File: src/rtl/dnoc_itf_in_c_channel.sv
// Destination-side receiver for NoC c-channel head flits: filters by target ID,
// buffers in a 2-entry FIFO, and dispatches in order to read-engine / core / DMA.
module dnoc_itf_in_c_channel #(
    parameter logic [3:0] NODE_ID = 4'd0,
    parameter logic [3:0] DMA_ID  = 4'b1101
) (
    input  logic         clk,
    input  logic         rst_n,
    input  logic [255:0] out_flit,
    input  logic         out_last,
    input  logic         out_valid,
    output logic         out_ready,
    output logic         rd_req_valid,
    input  logic         rd_req_ready,
    output logic [255:0] rd_req_hdr,
    output logic [24:0]  rd_req_base_addr,
    output logic [12:0]  rd_req_ping_len,
    output logic         rd_req_pp_en,
    output logic [10:0]  rd_req_pp_num,
    output logic [11:0]  rd_req_ret_id,
    output logic         rd_req_mc,
    output logic [11:0]  rd_req_sync_target,
    output logic         rd_req_to_dma,
    output logic         core_resp_valid,
    input  logic         core_resp_ready,
    output logic         dma_resp_valid,
    input  logic         dma_resp_ready,
    output logic [24:0]  resp_base_addr,
    output logic [12:0]  resp_len,
    output logic         err_pulse,
    output logic [7:0]   err_cnt,
    output logic [1:0]   dbg_state_o
);

    // Handshake: a transfer happens on a port in a cycle where valid & ready are
    // both high at the rising edge; valid never depends on ready of the same port.

    typedef enum logic [1:0] {
        S_EMPTY = 2'd0,
        S_ONE   = 2'd1,
        S_FULL  = 2'd2
    } state_e;

    state_e       state_q, state_d;
    logic [255:0] mem_q [2];
    logic         wr_ptr_q, rd_ptr_q;
    logic         err_pulse_q;
    logic [7:0]   err_cnt_q;

    logic         not_empty;
    logic [255:0] head;
    logic         flit_ok, accept, push, drop, pop;

    assign not_empty = (state_q != S_EMPTY);
    assign head      = not_empty ? mem_q[rd_ptr_q] : '0;

    assign out_ready = (state_q != S_FULL);
    assign accept    = out_valid & out_ready;
    assign flit_ok   = out_last & (out_flit[3:0] == NODE_ID);
    assign push      = accept & flit_ok;
    assign drop      = accept & ~flit_ok;

    assign rd_req_valid    = not_empty & ~head[4];
    assign core_resp_valid = not_empty & head[4] & ~head[5];
    assign dma_resp_valid  = not_empty & head[4] & head[5];

    // Only the selected consumer can pop; readies on other ports are ignored.
    assign pop = (rd_req_valid & rd_req_ready)
               | (core_resp_valid & core_resp_ready)
               | (dma_resp_valid & dma_resp_ready);

    assign rd_req_hdr         = head;
    assign rd_req_base_addr   = head[43:19];
    assign rd_req_ping_len    = head[81:69];
    assign rd_req_pp_en       = head[57];
    assign rd_req_pp_num      = head[68:58];
    assign rd_req_ret_id      = head[18:7];
    assign rd_req_mc          = head[6];
    assign rd_req_sync_target = head[210:199];
    assign rd_req_to_dma      = not_empty & (head[10:7] == DMA_ID);
    assign resp_base_addr     = head[43:19];
    assign resp_len           = head[198:186];

    assign err_pulse   = err_pulse_q;
    assign err_cnt     = err_cnt_q;
    assign dbg_state_o = state_q;

    always_comb begin
        state_d = state_q;
        case (state_q)
            S_EMPTY: if (push) state_d = S_ONE;
            S_ONE: begin
                if (push && !pop)      state_d = S_FULL;
                else if (pop && !push) state_d = S_EMPTY;
            end
            S_FULL:  if (pop) state_d = S_ONE;
            default: state_d = S_EMPTY;
        endcase
    end

    always_ff @(posedge clk or negedge rst_n) begin
        if (!rst_n) begin
            state_q     <= S_EMPTY;
            wr_ptr_q    <= 1'b0;
            rd_ptr_q    <= 1'b0;
            err_pulse_q <= 1'b0;
            err_cnt_q   <= 8'd0;
        end else begin
            state_q     <= state_d;
            wr_ptr_q    <= wr_ptr_q ^ push;
            rd_ptr_q    <= rd_ptr_q ^ pop;
            err_pulse_q <= drop;
            if (drop && err_cnt_q != 8'hFF) err_cnt_q <= err_cnt_q + 8'd1;
        end
    end

    // Storage is not reset; outputs are masked by not_empty instead.
    always_ff @(posedge clk) begin
        if (push) mem_q[wr_ptr_q] <= out_flit;
    end

endmodule

File: config.mk
export PLATFORM = sky130hd
export DESIGN_NAME = dnoc_itf_in_c_channel
export DESIGN_NICKNAME = d
export VERILOG_FILES = /design/src/rtl/dnoc_itf_in_c_channel.sv
export SDC_FILE = /design/constraint.sdc
export NUM_CORES = 1
export LEC_CHECK = 0
export ABC_CLOCK_PERIOD_IN_PS = 8000
export BUFFER_PORTS_ARGS = -buffer_cell sky130_fd_sc_hd__buf_2
export CORE_UTILIZATION = 25
export CTS_CLUSTER_DIAMETER = 50
export CTS_CLUSTER_SIZE = 30
export DETAILED_ROUTE_END_ITERATION = 7
export GPL_TIMING_DRIVEN = 0
export SLEW_MARGIN = 10
export SYNTH_ARGS = -nofsm -noshare
export SYNTH_HDL_FRONTEND = slang
export SYNTH_SLANG_ARGS = --single-unit
export TNS_END_PERCENT = 50
File: constraint.sdc
create_clock -name clk -period 8 [get_ports clk]
set_input_delay 0.8 -clock clk [delete_from_list [all_inputs] [get_ports clk]]
set_output_delay 0.8 -clock clk [all_outputs]
set_load 0.01 [all_outputs]
==> impl_metrics.json <==
{
  "drive_above_1_share_pct": 44.8,
  "cts_inserted_buffers": 53,
  "power.share.clock_pct": 36.7,
  "clkSinkCount": 525,
  "start_util_pct": 25.2,
  "fmax_mhz": 233,
  "port_buffers": 647,
  "swShare_pct": 28.4,
  "maxCapViolCount": 0,
  "ys_dominant_reg_cell": "edfxtp_1",
  "finalCritPeriodShare_pct": 53.7,
  "vias_per_cell": 4.10,
  "synth-edff-count": 512,
  "drtPass1Iterations": 4,
  "async_reset_ff_share_pct": 2.48,
  "worstPathRequired_ns": 7.20,
  "ctsResizeCount": 0,
  "die_y_um": 290,
  "cp_max_fo": 10,
  "p_total_mw": 6.97,
  "p_sw_mw": 1.98,
  "power_frac_seq_pct": 44.3,
  "power_leakage_nw": 11.7,
  "drv_slew": 0,
  "hold_class": "in2async",
  "ctsHoldBuffers": 0,
  "placed_area_mm2": 0.0255,
  "syn_inst": 1257,
  "ant_nets": 0,
  "clock_latency_ns": 0.61,
  "grtUsageTotal_pct": 12.0,
  "drt_drc_violations_left": 0,
  "htreeDepth": 2,
  "tightest_slew_ns": 1.17,
  "cp-end-kind": "output port",
  "status": "finished, final reports clean",
  "power_frac_comb_pct": 19.0,
  "grt_max_degree": 57,
  "cts_tree": "yes",
  "io_pins": 648,
  "cts_root_buffer": "clkbuf_16",
  "ys_types": 27,
  "ys_ff_latch": 525,
  "grt_overflow_total": 0,
  "synth.avg_cell_area_um2": 16.5,
  "yosys-top-cells-count": "512 x edfxtp_1, 261 x nor2_1, 256 x mux2i_1",
  "syn-cell-area_mm2": 0.0207,
  "critical_path.most_common_cell": "clkbuf_1",
  "arrival_ns": 3.50,
  "intPower_mw": 4.99,
  "rows": 105,
  "wirelength_um": 54300,
  "worstSetupStartpointType": "flip-flop",
  "grt_pass1_wl_um": 75500,
  "crit_path_max_incr_delay_ns": 0.82,
  "hold_viol_final": 0,
  "clockBufferDepth": 3,
  "ys_warn_count": 0,
  "holdWs_ns": 0.174,
  "seq_area_frac_synth_pct": 75.9,
  "synthTopCellsByArea": "edfxtp_1 74%, mux2i_1 12%, nor2_1 4.7%, buf_4 4.1%, dfrtp_1 1.6%",
  "dieArea_mm2": 0.0839,
  "peakVddDrop_v": 0.000188,
  "wire_per_inst_um": 17.6,
  "post_layout_nonfiller_instances": 3087,
  "antenna_found_initial": 8,
  "power_density_mw_per_mm2": 255,
  "grt_pass1_vias": 12600,
  "die_w_um": 290,
  "finalSetupViolCount": 0,
  "rsz0062_at_grt": "false",
  "fillCellCount": 7999,
  "dp.final_hpwl_um": 40200,
  "drt_iter0_drc": 470,
  "clkTransAtPathRegs_ns": 0.07,
  "fin_area_mm2": 0.0274,
  "dp_cells": 2983,
  "skew_ns": 0.0290,
  "crit_slowest_cell": "clkbuf_1",
  "syn_nets": 1523,
  "core_mm2": 0.0820,
  "nets": 2234,
  "synthMostInstantiatedCell": "edfxtp_1",
  "synth_top_area_share_pct": 74.4,
  "relSlewSlack_pct": 22.2,
  "post_cts_buffers": 0,
  "worstSetupPathType": "reg2out",
  "gp_congestion": 0.792,
  "synth_area_leader_cell": "edfxtp_1",
  "fin_crit_ns": 4.30,
  "syn_to_final_growth_pct": 32.5,
  "path_cells": "nor2_2 > buf_8 > clkbuf_1 > clkbuf_1 > nor2_1 > buf_4 > buf_2",
  "vias": 12600
}
==> worst max-delay path: cells and delay by family (launching register included) <==
| family | cells | cell delay (ns) |
|---|---|---|
| AND/OR/NAND/NOR | 2 | 0.57 |
| buffers and inverters | 5 | 1.88 |
| flip-flops | 1 | 0.44 |
==> logic make-up after synthesis <==
| group | after synthesis | synth area share (%) |
|---|---|---|
| muxes | 260 | 12.7 |
| xor gates and xnor gates | 8 | 0.339 |
| and+or+nand+nor | 281 | 5.30 |
| adders and majority gates | 3 | 0.182 |
| AOI/OAI and AO/OA | 4 | 0.182 |
| buffers and inverters | 176 | 5.41 |
| DFF | 525 | 75.9 |
==> through the flow <==
step           worst slack [ns]  setup TNS, ns  utilization, %
2_1_floorplan            -0.140         -71.83               -
3_3_place_gp              -3.99       -2008.10            30.8
3_5_place_dp               3.96              0            31.1
4_1_cts                    3.50              0            33.4
5_1_grt                    3.45              0            33.4
6_report                   3.70              0            33.4
==> power groups by stage <==
stage          clock network, mW  registers, mW  logic [mW]
6_report                    2.56           3.09        1.33
2_1_floorplan                  0           3.16       0.905
3_3_place_gp                   0           3.15        1.33
5_1_grt                     2.74           3.09        1.44
3_5_place_dp                   0           3.15        1.35
4_1_cts                     2.63           3.09        1.36
==> metal layers <==
layer | track usage [%] | part of all wire, % | vias to the layer above
met2 | 22.4 | 53 | 434
met1 | 12.9 | 38 | 6184
li1 | - | - | 5937
met4 | 3.22 | 2.3 | 8
met5 | 0 | 0.094 | -
met3 | 3.63 | 6.9 | 80
==> path summary, 6_finish.rpt <==
check | from | to | slack, ns | depth (start not counted)
hold reg to reg | err_cnt[6] | err_cnt[6] | 0.51 | 1
max in group asynchronous | rst_n | err_pulse | 7.41 | 1
setup reg to reg | dbg_state_o[1] | mem_q[0][166] | 4.89 | 7
setup / recovery | dbg_state_o[1] | resp_base_addr[5] | 3.70 | 7
hold / removal | rst_n | rd_ptr_q | 0.17 | 1
min in group clk | out_flit[202] | mem_q[1][202] | 0.37 | 1
==> layout make-up <==
cell class	instances	area, um2	area share (%)
multi-input combinational	556	3890	14.2
tap	1070	1340	4.89
inverter	5	18.8	0.0685
sequential	525	15700	57.3
timing repair buffer	656	3470	12.7
clock inverter	43	503	1.84
buffer	171	1100	4.01
antenna	5	12.5	0.0457
clock buffer	56	1360	4.96
==> registers in the layout (all words and copies together) (netlist names) <==
register,flops
err_cnt,8
wr_ptr_q,1
err_pulse,1
mem_q,512
rd_ptr_q,1
dbg_state_o,2
==> cells in the final DEF, fill, tap and decap left out, types with 4 or more instances in the layout <==
cell / Yosys / final
nor2_1: 261 / 260
inv_8: 0 / 11
xor2_1: 7 / 7
clkinv_4: 0 / 5
clkinvlp_4: 0 / 5
buf_4: 113 / 113
clkbuf_1: 31 / 33
dfrtp_1: 13 / 13
buf_16: 0 / 8
clkinv_8: 0 / 9
inv_1: 5 / 5
buf_2: 27 / 674
edfxtp_1: 512 / 512
mux2i_1: 256 / 256
nand3_1: 4 / 4
nor2b_1: 4 / 4
inv_6: 0 / 10
clkbuf_16: 0 / 54
diode_2: 0 / 5
(Power assumes the default switching activity.)
